--- src/rtl/keypad_pkg.sv ---
// keypad_pkg
// Shared definitions for the keypad scan encoder.
//   kp_state_t        : classification of the debounced key vector
//   kp_popcount       : number of set bits in a key vector
//   kp_is_onehot      : 1 when exactly one bit is set
//   kp_onehot_to_code : bit i maps to code (i+1) mod n_keys
// Key vectors are passed zero-extended to KP_MAX_KEYS bits, so N_KEYS must
// not exceed KP_MAX_KEYS.
package keypad_pkg;

  localparam int KP_MAX_KEYS = 64;

  typedef enum logic [1:0] {
    KP_IDLE    = 2'd0,
    KP_PRESSED = 2'd1,
    KP_INVALID = 2'd2
  } kp_state_t;

  function automatic int unsigned kp_popcount(input logic [KP_MAX_KEYS-1:0] v);
    int unsigned n;
    n = 0;
    for (int i = 0; i < KP_MAX_KEYS; i++) begin
      n = n + 32'(v[i]);
    end
    return n;
  endfunction

  function automatic logic kp_is_onehot(input logic [KP_MAX_KEYS-1:0] v);
    return (kp_popcount(v) == 1);
  endfunction

  // The top key line wraps to code 0, matching the legacy keypad wiring.
  function automatic int unsigned kp_onehot_to_code(input logic [KP_MAX_KEYS-1:0] v,
                                                    input int unsigned n_keys);
    int unsigned c;
    c = 0;
    for (int unsigned i = 0; i < KP_MAX_KEYS; i++) begin
      if (v[i]) c = (i + 1) % n_keys;
    end
    return c;
  endfunction

endpackage

--- src/rtl/keypad_debounce.sv ---
// keypad_debounce
// Two-flop synchroniser followed by a candidate/counter debouncer.
//   clk         : system clock, rising edge
//   rst_n       : asynchronous active-low reset
//   d           : raw asynchronous key lines
//   stable_next : debounced key vector as it will be after the next edge
// The look-ahead value lets the consumer register its outputs on the same
// edge as the internal stable register, saving one cycle of latency.
module keypad_debounce
  import keypad_pkg::*;
#(
  parameter int N_KEYS    = 16,
  parameter int DB_CYCLES = 1000,
  parameter int CNT_W     = $clog2(DB_CYCLES + 1)
) (
  input  logic              clk,
  input  logic              rst_n,
  input  logic [N_KEYS-1:0] d,
  output logic [N_KEYS-1:0] stable_next
);

  logic [N_KEYS-1:0] sync1;
  logic [N_KEYS-1:0] s;
  logic [N_KEYS-1:0] candidate;
  logic [N_KEYS-1:0] stable;
  logic [CNT_W-1:0]  cnt;
  logic              at_limit;

  // The counter saturates at DB_CYCLES-1, so while the input stays put the
  // stable register keeps reloading the same candidate.
  always_comb begin
    at_limit    = (s == candidate) && (cnt == CNT_W'(DB_CYCLES - 1));
    stable_next = at_limit ? candidate : stable;
  end

  always_ff @(posedge clk or negedge rst_n) begin
    if (!rst_n) begin
      sync1     <= '0;
      s         <= '0;
      candidate <= '0;
      cnt       <= '0;
      stable    <= '0;
    end else begin
      sync1  <= d;
      s      <= sync1;
      stable <= stable_next;
      if (s != candidate) begin
        candidate <= s;
        cnt       <= '0;
      end else if (!at_limit) begin
        cnt <= cnt + CNT_W'(1);
      end
    end
  end

endmodule

--- src/rtl/keypad_scan_encoder.sv ---
// keypad_scan_encoder
// Debounced N-key encoder with a one-entry press-event buffer.
//   clk      : system clock, rising edge
//   rst_n    : asynchronous active-low reset
//   d        : raw key lines, active-high
//   code     : code of the held key, 0 unless exactly one key is held
//   nokey    : stable value is not one-hot
//   multi    : stable value has two or more bits set
//   ev_valid : a press event is pending
//   ev_code  : code of the pending press event
//   ev_ready : consumer accepts the event when ev_valid && ev_ready
//   overflow : sticky, a press event was dropped
//   clr_ovf  : synchronous clear of overflow
// All outputs come straight from flops.
module keypad_scan_encoder
  import keypad_pkg::*;
#(
  parameter int N_KEYS    = 16,
  parameter int CODE_W    = $clog2(N_KEYS),
  parameter int DB_CYCLES = 1000,
  parameter int CNT_W     = $clog2(DB_CYCLES + 1)
) (
  input  logic              clk,
  input  logic              rst_n,
  input  logic [N_KEYS-1:0] d,
  output logic [CODE_W-1:0] code,
  output logic              nokey,
  output logic              multi,
  output logic              ev_valid,
  output logic [CODE_W-1:0] ev_code,
  input  logic              ev_ready,
  output logic              overflow,
  input  logic              clr_ovf
);

  logic [N_KEYS-1:0] stable_next;

  kp_state_t         state;
  kp_state_t         state_next;
  logic [CODE_W-1:0] code_next;
  logic              new_ev;
  logic              ev_valid_next;
  logic [CODE_W-1:0] ev_code_next;
  logic              overflow_next;

  keypad_debounce #(
    .N_KEYS    (N_KEYS),
    .DB_CYCLES (DB_CYCLES),
    .CNT_W     (CNT_W)
  ) u_debounce (
    .clk         (clk),
    .rst_n       (rst_n),
    .d           (d),
    .stable_next (stable_next)
  );

  // A press event fires whenever we land in PRESSED with a key different from
  // the one currently held; leaving PRESSED clears code, so re-entry from
  // IDLE/INVALID always counts as new.
  always_comb begin
    state_next    = KP_IDLE;
    code_next     = '0;
    new_ev        = 1'b0;
    ev_valid_next = ev_valid;
    ev_code_next  = ev_code;
    overflow_next = overflow;

    if (stable_next == '0) begin
      state_next = KP_IDLE;
    end else if (kp_is_onehot(KP_MAX_KEYS'(stable_next))) begin
      state_next = KP_PRESSED;
      code_next  = CODE_W'(kp_onehot_to_code(KP_MAX_KEYS'(stable_next), N_KEYS));
    end else begin
      state_next = KP_INVALID;
    end

    new_ev = (state_next == KP_PRESSED) && ((state != KP_PRESSED) || (code_next != code));

    if (new_ev && (!ev_valid || ev_ready)) begin
      ev_valid_next = 1'b1;
      ev_code_next  = code_next;
    end else if (new_ev) begin
      overflow_next = 1'b1;
    end else if (ev_valid && ev_ready) begin
      ev_valid_next = 1'b0;
    end

    if (clr_ovf && !(new_ev && ev_valid && !ev_ready)) begin
      overflow_next = 1'b0;
    end
  end

  always_ff @(posedge clk or negedge rst_n) begin
    if (!rst_n) begin
      state    <= KP_IDLE;
      code     <= '0;
      nokey    <= 1'b1;
      multi    <= 1'b0;
      ev_valid <= 1'b0;
      ev_code  <= '0;
      overflow <= 1'b0;
    end else begin
      state    <= state_next;
      code     <= code_next;
      nokey    <= (state_next != KP_PRESSED);
      multi    <= (state_next == KP_INVALID);
      ev_valid <= ev_valid_next;
      ev_code  <= ev_code_next;
      overflow <= overflow_next;
    end
  end

endmodule

--- config.mk ---
export PLATFORM = sky130hd
export DESIGN_NAME = keypad_scan_encoder
export DESIGN_NICKNAME = d
export VERILOG_FILES = /design/src/rtl/keypad_pkg.sv /design/src/rtl/keypad_debounce.sv /design/src/rtl/keypad_scan_encoder.sv
export SDC_FILE = /design/constraint.sdc
export NUM_CORES = 1
export LEC_CHECK = 0
export ABC_AREA = 1
export CAP_MARGIN = 20
export CORE_AREA = 2 2 80 82
export CTS_CLUSTER_SIZE = 10
export DETAILED_ROUTE_END_ITERATION = 10
export DIE_AREA = 0 0 82 84
export DONT_BUFFER_PORTS = 1
export GPL_TIMING_DRIVEN = 1
export PLACE_DENSITY = 0.82
export SETUP_SLACK_MARGIN = 0.02
export SLEW_MARGIN = 20
export SYNTH_ARGS = -nofsm -noshare
export SYNTH_HDL_FRONTEND = slang
export SYNTH_HIERARCHICAL = 1
export SYNTH_SLANG_ARGS = --single-unit
--- constraint.sdc ---
create_clock -name clk -period 12.67 [get_ports clk]
set_input_delay 1.267 -clock clk [delete_from_list [all_inputs] [get_ports clk]]
set_output_delay 1.267 -clock clk [all_outputs]
set_load 0.01 [all_outputs]
==> metrics, run 1 <==
status=finished, final reports clean; crit path max fanout=20; Seq cells post-synth=87; adder-cell share of the synthesized area=0.0756; I/O Pins=32; Max-Cap Viols=0; initial antenna violation count=0; vias in the first global route=2,566; initial detailed-routing violation count=152; cell family with most CP delay=simple AND/OR/NAND/NOR gates; Die Width=82 um; Setup TNS Final=0 ns; slowest stage cell, crit path=fa_1; Clock transition at path regs=0.09 ns; Setup crit end kind=register; Post-Syn Area=3970 sq um; PwrDens=120 nW/um^2; Non-Filler Instances=497; die area=6890 sq um; Die H=84 um; post-synthesis cell count=426; Worst VDD drop=121 uV; setup violators final=0; Starting Density=0.651; Worst-Margin Slew=0.487 ns; Synth Area in Compound Gates=0.0176; Post-CTS Hold Fix Bufs=0; placed wire-length estimate=4780 um; main combinational cell family by area after synthesis=simple AND/OR/NAND/NOR gates; fin crit period=5.98 ns; Final Hold Fails=0; mux contribution to synthesized area=0; WP buf/inv=5; CTS tree=done; Routed WL per cell=13.0 um; via count=2,599; critical setup path kind=register to register; Setup WS pre-CTS=6.68 ns; grt ovf=0; leakage power=2.19 nW; Final ANT Viol Nets=0; Layout Skew=0.00908 ns; Final Total Pwr=498 uW; post-layout util=0.681; syn avg cell area=9.32 sq um; fin crit share=0.472; Synth Net Count=464; Post-CTS Setup Inserts=0; critical path arrival=6.28 ns; largest net degree at the start of global routing=88; Netlist cell types=33; Max-Slew Margin vs Limit=0.674; Final Worst Setup Slack=6.69 ns; Diodes inserted=0; Synth Area in XOR/XNOR=0.0132; routability cong.=0.807; post-cts gate resize count=0; fmax=0.167 GHz; worst hold slack=0.354 ns; clock buffer count from CTS=9; Synth Area in Simple Gates=0.243; Ys Warns=6; clk buf depth=2; total routed wirelength=6470 um; Min-Delay Path Class=register to register; fraction of layout cells with a size suffix above 1=0.0833; sequential share of the synthesized area=0.549; Placed Cells=481; Finished Cell Area=4150 sq um; Pre-Repair DR Iteration Count=4; Worst-Skew Late Latency=0.35 ns; Area growth, synth to finish=4.51%; Rows=29; nets=453; WP data required=12.96 ns; max incr delay on CP=0.53 ns; Cell Area, Placed=3940 sq um; CTS Root Buffer Type=clkbuf_8; Port Buf Inserts=0; Clock Sinks=87; DR vias/cell=5.23; startpoint types=register; core area=6100 sq um; RSZ-0062 raised after global routing=false; DR DRC count=0; first-pass GRT wire length=11,200 um; Total Routing Usage GR=0.217; htree depth=3; most used cell, CP=nand2_1; max-slew violations=0
==> synthesized netlist by cell type (all sizes together) <==
master | count | area share
nand3b | 1 | 0.0019
o21ai | 5 | 0.0063
xnor2 | 1 | 0.0022
a21oi | 5 | 0.0063
fa | 10 | 0.050
nand2 | 115 | 0.11
buf | 5 | 0.015
nor3 | 7 | 0.012
ha | 8 | 0.025
xor2 | 5 | 0.011
o21bai | 1 | 0.0019
a31oi | 2 | 0.0032
nand4 | 24 | 0.038
dfstp | 1 | 0.0066
clkbuf | 17 | 0.017
dfrtp | 86 | 0.54
inv | 73 | 0.070
nor2 | 45 | 0.049
nand3 | 13 | 0.025
nor4 | 2 | 0.0047
==> path summary, 6_finish.rpt <==
path                                                from         endpoint  slack (ns)  depth (start not counted)
worst min register to register       u_debounce/sync1[1]  u_debounce/s[1]        0.35                          0
worst max register to register  u_debounce/candidate[10]       ev_code[1]        6.69                         32
worst max-delay path            u_debounce/candidate[10]       ev_code[1]        6.69                         32
min in group asynchronous                          rst_n         state[1]        0.60                          0
worst min-delay path                 u_debounce/sync1[1]  u_debounce/s[1]        0.35                          0
max in group asynchronous                          rst_n            nokey       11.89                          0
==> layout by cell type (no fill, tap or decap), types with 2 or more instances in the layout <==
master	count
a21oi_1	5
a31oi_1	2
clkbuf_8	9
dfrtp_1	86
fa_1	10
ha_1	8
inv_1	69
inv_2	3
inv_6	3
inv_8	2
nand2_1	111
nand2_2	3
nand3_1	9
nand3_2	2
nand3_4	2
nand4_1	24
nor2_1	41
nor2_4	3
nor3_1	6
o21ai_0	3
o21ai_1	2
xor2_1	5
==> worst register-to-register path, delay by kind of cell, from the launching register on <==
family	cells	cell delay (ns)
adder cells (fa/ha/maj)	6	2.59
flip-flops	1	0.39
AND/OR/NAND/NOR	21	2.72
buffers and inverters	5	0.23
==> where the power goes <==
| part | switching, mW | internal, mW |
|---|---|---|
| registers | 0.00480 | 0.285 |
| clock network | 0.104 | 0.0955 |
| logic | 0.00452 | 0.00304 |
==> layout make-up <==
cell class,instances,area [sq um]
clock inverters,7,86.3
inverters,73,279
well taps,77,96.3
flip-flops and latches,87,2180
fillers,467,1950
clock buffers,9,124
multi-input cells,244,1390
==> routing by layer <==
layer	wire length, um	global-route usage	vias to the layer above	part of all wire
met1	2790	0.265	1237	0.43
li1	-	-	1283	-
met2	3200	0.354	60	0.49
met4	196	0.100	0	0.030
met5	0	0	-	0
met3	278	0.0584	19	0.043
==> cell families (layout without fill, tap and decap cells) <==
group / count (synthesis) / after routing
xor gates and xnor gates: 6 / 6
adders and majority gates: 18 / 18
and+or+nand+nor: 207 / 207
AOI/OAI and AO/OA: 13 / 13
buffers and inverters: 95 / 89
DFF: 87 / 87
==> flip-flops by register name (all words and copies together), names as in the netlist <==
| register | count |
|---|---|
| u_debounce/candidate | 16 |
| code | 4 |
| u_debounce/stable | 16 |
| overflow | 1 |
| u_debounce/s | 16 |
| ev_valid | 1 |
| u_debounce/sync1 | 16 |
| u_debounce/cnt | 10 |
| nokey | 1 |
| state | 2 |
| ev_code | 4 |
No activity file was read; power rests on OpenSTA's default activity.
==> run 2, diff against run 1 <==
- ABC_AREA: 1 -> 0
- CORE_AREA: 2 2 80 82 -> 2 2 85 87
- DIE_AREA: 0 0 82 84 -> 0 0 87 89
- PLACE_DENSITY: 0.82 -> 0.73
- clock period: 12.67 -> 5.35 ns (I/O delays scaled with it)
==> run 2 against run 1 <==
Against the previous run: the flow now finishes with violations (negative setup slack); final area is 10% higher; worst setup slack worse by 8.2 ns; total power is 140% higher; cell count is 14% lower; sequential share of layout area is 4.9 points lower; largest power group unchanged.
==> metrics, run 2 <==
top cells by count, synth=86 x dfrtp_1, 26 x inv_1, 24 x nor2_1; Die Width=87 um; FF-to-FF End=ev_code[1]; clock buffer count from CTS=9; slowest stage cell, crit path=fa_1; status=complete, but fails checks; critical setup path kind=register to register; CTS tree=done; Max-Slew Margin vs Limit=0.235; first-pass GRT wire length=11,000 um; reg2reg start=u_debounce/candidate[10]; Area growth, synth to finish=22.9%; max incr delay on CP=0.53 ns; nets=382; top cells by area, synth=dfrtp_1 58%, fa_1 5.4%, xor2_1 4.5%; largest net degree at the start of global routing=88; PwrDens=258 nW/um^2; Register-to-Register Path Depth=23; initial antenna violation count=0; fraction of layout cells with a size suffix above 1=0.367; crit path from=u_debounce/candidate[10]; Worst-Skew Late Latency=0.35 ns; initial detailed-routing violation count=86; clk buf depth=2; setup violators final=13; top-count cell post-synth=dfrtp_1; Setup crit end kind=register; grt ovf=0; FFs w/ async S/R, synth=1.00; total routed wirelength=6550 um; vias in the first global route=2,379; Final Total Pwr=1.18 mW; Post-synth EDFFs=0; Die H=89 um; failing checks=negative setup slack; htree depth=3; Starting Density=0.554; CP cell instances=xor2_1, nor4_2, nand4_1, or2_4, buf_6, mux2_4, fa_1, inv_1, fa_1, inv_2, fa_1, inv_1, fa_1, inv_1, ha_2, fa_1, or4b_4, or3_4, nand2b_4, a21o_1, a2111oi_4, a21oi_4, mux2_4; Final Hold Fails=0; DR vias/cell=5.12; Worst-Margin Slew=1.14 ns; Synth Net Count=324; Worst VDD drop=241 uV; routability cong.=0.844; Port Buf Inserts=0; post-synthesis cell count=286; fin crit period=6.86 ns; Main synth FF type=dfrtp_1; WP data required=5.59 ns; crit path capture=ev_code[1]; Routed WL per cell=15.3 um; commonest non-fill, non-tap cell in the layout=dfrtp_1; Clock Sinks=87; DR DRC count=0; Max-Cap Viols=0; crit path max fanout=4; fmax=0.146 GHz; FILL cells=455; Diodes inserted=0; Clock transition at path regs=0.09 ns; Layout Skew=0.00843 ns; syn avg cell area=13.0 sq um; area share of the largest cell type after synthesis=0.578; post-synth top area cell=dfrtp_1; Ys Warns=6; fin crit share=1.28; Pre-Repair DR Iteration Count=4; Total Routing Usage GR=0.189; die area=7740 sq um; critical path arrival=7.10 ns; Seq cells post-synth=87; Finished Cell Area=4580 sq um; I/O Pins=32; Final ANT Viol Nets=0; leakage power=2.19 nW; Netlist cell types=46; placed wire-length estimate=4530 um; Post-Syn Area=3720 sq um; Cell Area, Placed=4190 sq um; sequential share of the synthesized area=0.585; Min-Delay Path Class=input pin to async pin; max-slew violations=0; Final Worst Setup Slack=-1.51 ns; CTS Root Buffer Type=clkbuf_8; via count=2,196; core area=6720 sq um; startpoint types=register; commonest cells after routing, fill and taps aside=86 x dfrtp_1, 61 x buf_4, 23 x inv_1; RSZ-0062 raised after global routing=true; reg-to-reg setup timing slack=-1.51 ns; Rows=30; most used cell, CP=fa_1
## run 2: cell count changes after synthesis, sizes merged, moves of 6 or more
cell	delta
inv	-47
mux2	+20
nand2	-107
nand3	-12
nand4	-20
nor2	-21
nor4	+6
xnor2	+6
xor2	+14
## run 2: stage by stage
| step | setup WS [ns] | TNS (ns) | cells | hold WS, ns | util |
|---|---|---|---|---|---|
| 6_report | -1.51 | -12.48 | 429 | 0.0616 | 0.681 |
| 5_1_grt | -1.72 | -15.04 | 429 | 0.0801 | 0.681 |
| 4_1_cts | -1.43 | -11.81 | 426 | 0.0768 | 0.670 |
| 3_5_place_dp | -1.49 | -12.42 | 406 | 0.242 | 0.624 |
| 3_3_place_gp | -1.48 | -12.55 | 406 | 0.242 | 0.624 |
| 2_1_floorplan | -1.17 | -7.66 | 286 | 0.239 | - |
## run 2: worst min-delay path by stage
stage                                         end  cells past startpoint
after floorplan                           code[0]                      0
after global placement       u_debounce/stable[6]                      0
after detailed placement  u_debounce/candidate[0]                      0
after CTS                 u_debounce/candidate[0]                      1
after global routing      u_debounce/candidate[0]                      1
final                     u_debounce/candidate[0]                      1
## run 2: kinds of logic (layout without fill, tap and decap cells)
logic type / after synthesis / count (layout) / synth area share
xor gates and xnor gates: 26 / 26 / 0.0612
buffers and inverters: 46 / 109 / 0.0504
and+or+nand+nor: 63 / 63 / 0.101
adders and majority gates: 18 / 18 / 0.0806
AOI/OAI and AO/OA: 25 / 25 / 0.0487
DFF: 87 / 87 / 0.585
muxes: 21 / 21 / 0.0733
## run 2: layer usage
metal,vias up,share of wire,track usage,routed length [um]
li1,1048,-,-,-
met1,1089,0.45,0.232,2940
met2,49,0.50,0.316,3250
met3,10,0.042,0.0609,276
met4,0,0.015,0.0682,96
met5,-,0,0,0
## run 2: area by class of cell
type                       count  area [sq um]  share of cell area
clock buffer                   9           124              0.0271
clock inverter                 7          77.6              0.0169
tap                           80           100              0.0219
multi-input combinational    153          1460               0.318
inverter                      26          97.6              0.0213
sequential                    87          2180               0.476
timing repair buffer          67           542               0.118
## run 2: what timing repair did
action	in CTS	in global routing
gates resized for setup	13	14
hold buffers	1	0
pin swaps	4	3
endpoints found under the hold margin	87	0
setup buffers	3	3
setup endpoints to repair	13	13
## run 2: critical path, delay by kind of cell, from the launching register on
family / cells / cell delay (ns)
adders and majority gates: 6 / 2.59
and+or+nand+nor: 6 / 1.80
AOI/OAI and AO/OA: 3 / 0.79
buffers and inverters: 5 / 0.31
muxes: 2 / 0.62
DFF: 1 / 0.42
xor gates and xnor gates: 1 / 0.19
## run 2: power breakdown
| group | internal [mW] | switching (mW) |
|---|---|---|
| combinational | 0.0158 | 0.0196 |
| clock | 0.221 | 0.238 |
| sequential | 0.675 | 0.0102 |
| total | 0.912 | 0.268 |
==> run 3, diff against run 2 <==
- CELL_PAD_IN_SITES_DETAIL_PLACEMENT: unset -> 0
- CELL_PAD_IN_SITES_GLOBAL_PLACEMENT: unset -> 1
- CORE_AREA: 2 2 85 87 -> 2 2 93 95
- DIE_AREA: 0 0 87 89 -> 0 0 95 97
- PLACE_DENSITY: 0.73 -> unset
- PLACE_DENSITY_LB_ADDON: unset -> 0.1
==> run 3 against run 2 <==
Against the previous run: the flow still finishes with violations (negative setup slack); clock-buffer cell count stayed put; wire length is 9.0% higher; non-clock buffer count is 28 higher; die area is 19% higher; sequential share of layout area is 2.8 points lower; sequential power hardly changed; worst hold slack better by 0.011 ns; critical path type unchanged; utilization is 8.3 points lower; largest power group unchanged; flip-flop and latch count stayed put; clock power is 24% higher.
==> metrics, run 3 (synthesis results as in run 2) <==
crit path max fanout=4; Routed WL per cell=14.8 um; most used cell, CP=fa_1; WP buf/inv=6; Cell Area, Placed=4240 sq um; DR vias/cell=4.70; PwrDens=266 nW/um^2; via count=2,267; Worst-Skew Late Latency=0.36 ns; DR DRC count=0; fraction of layout cells with a size suffix above 1=0.408; FILL cells=628; CTS Root Buffer Type=clkbuf_8; fin crit period=6.76 ns; Clock transition at path regs=0.09 ns; Min-Delay Path Class=input pin to async pin; Max-Cap Viols=0; Placed Cells=433; fin crit share=1.26; routability cong.=0.805; Int Power=1.01 mW; Register-to-Register Path Depth=24; slowest stage cell, crit path=or4b_4; htree depth=3; Total Routing Usage GR=0.185; Port Buf Inserts=0; sequential power share=0.530; Clock Sinks=87; commonest cells after routing, fill and taps aside=89 x buf_4, 86 x dfrtp_1, 23 x inv_1; status=complete, but fails checks; NetSw=283 uW; Setup WS pre-CTS=-1.68 ns; initial detailed-routing violation count=59; I/O Pins=32; clk buf depth=2; Final ANT Viol Nets=0; combinational share of power=0.029; largest net degree at the start of global routing=88; max incr delay on CP=0.52 ns; WP depth=24; cell family with most CP delay=adder cells; Setup crit end kind=register; max-slew violations=0; Diodes inserted=0; Starting Density=0.458; total routed wirelength=7140 um; Worst VDD drop=180 uV; Max-Slew Margin vs Limit=0.308; clock buffer count from CTS=9; grt ovf=0; clock share of power=0.440; commonest non-fill, non-tap cell in the layout=buf_4; Die H=97 um; first-pass GRT wire length=12,600 um; die area=9220 sq um; nets=410; critical setup path kind=register to register; Worst-Margin Slew=1.03 ns; CTS tree=done; placed wire-length estimate=4630 um; Non-Filler Instances=482; Area growth, synth to finish=30.6%; Rows=33; failing checks=negative setup slack; core area=8130 sq um; fmax=0.148 GHz; worst hold slack=0.0726 ns; Die Width=95 um; setup violators final=13; vias in the first global route=2,508; Final Hold Fails=0; leakage power=2.34 nW; Final Worst Setup Slack=-1.41 ns; Net Sw Frac=0.219; CP cell instances=xor2_2, nor4_2, buf_4, nand4_1, or2_4, buf_6, mux2_4, fa_1, inv_1, fa_1, inv_1, fa_1, inv_1, fa_1, inv_1, ha_2, fa_1, or4b_4, or3_4, nand2b_4, a21o_1, a2111oi_4, a21oi_2, mux2_1; Pre-Repair DR Iteration Count=4; Finished Cell Area=4860 sq um; WP data required=5.59 ns; startpoint types=register; initial antenna violation count=0; Final Total Pwr=1.29 mW; Layout Skew=0.0124 ns; RSZ-0062 raised after global routing=true; critical path arrival=7.01 ns
run 3: cell types whose count changed in the layout (fill, tap and decap cells not counted), sizes merged:
cell      change
clkinvlp      -1
clkinv        -1
buf          +28
bufinv        +2
run 3: per-stage QoR:
step | TNS, ns | util
5_1_grt | -14.40 | 0.598
4_1_cts | -25.02 | 0.605
2_1_floorplan | -7.66 | -
3_5_place_dp | -14.59 | 0.521
3_3_place_gp | -14.45 | 0.521
6_report | -11.27 | 0.598
run 3: cell type report:
cell class                 instances  area, sq um  share of cell area
multi-input combinational        153         1450               0.297
clock buffer                       9          124              0.0255
inverter                          26          100              0.0206
tap                              105          131              0.0270
timing repair buffer              95          756               0.155
sequential                        87         2180               0.448
clock inverter                     7          128              0.0262
run 3: repair_timing:
| action | CTS | global route |
|---|---|---|
| hold endpoints to repair | 87 | 0 |
| buffers inserted | 47 | 3 |
| hold buffers | 1 | 0 |
| endpoints found under the setup margin | 13 | 23 |
| pin swaps | 5 | 4 |
| resized for setup | 13 | 13 |
| gates cloned | 0 | 0 |
run 3: path summary, 6_finish.rpt:
kind,from,to,slack [ns]
worst max register to register,u_debounce/s[12],ev_code[1],-1.41
min in group clk,d[8],u_debounce/sync1[8],0.19
worst max-delay path,u_debounce/s[12],ev_code[1],-1.41
max in group asynchronous,rst_n,nokey,4.92
worst min-delay path,rst_n,u_debounce/s[1],0.07
worst min register to register,u_debounce/sync1[4],u_debounce/s[4],0.35
run 3: routing by layer:
metal	GRT usage	part of all wire	vias to the layer above
li1	-	-	1099
met1	0.246	0.46	1114
met2	0.277	0.47	38
met3	0.0444	0.031	16
met4	0.104	0.035	0
met5	0	0	-
run 3: power by group through the flow:
stage	Clock [mW]	Sequential (mW)	Combinational (mW)
after floorplan	0	0.696	0.0118
final	0.569	0.686	0.0380
after CTS	0.583	0.686	0.0370
after global placement	0	0.698	0.0207
after global routing	0.618	0.688	0.0435
after detailed placement	0	0.699	0.0202
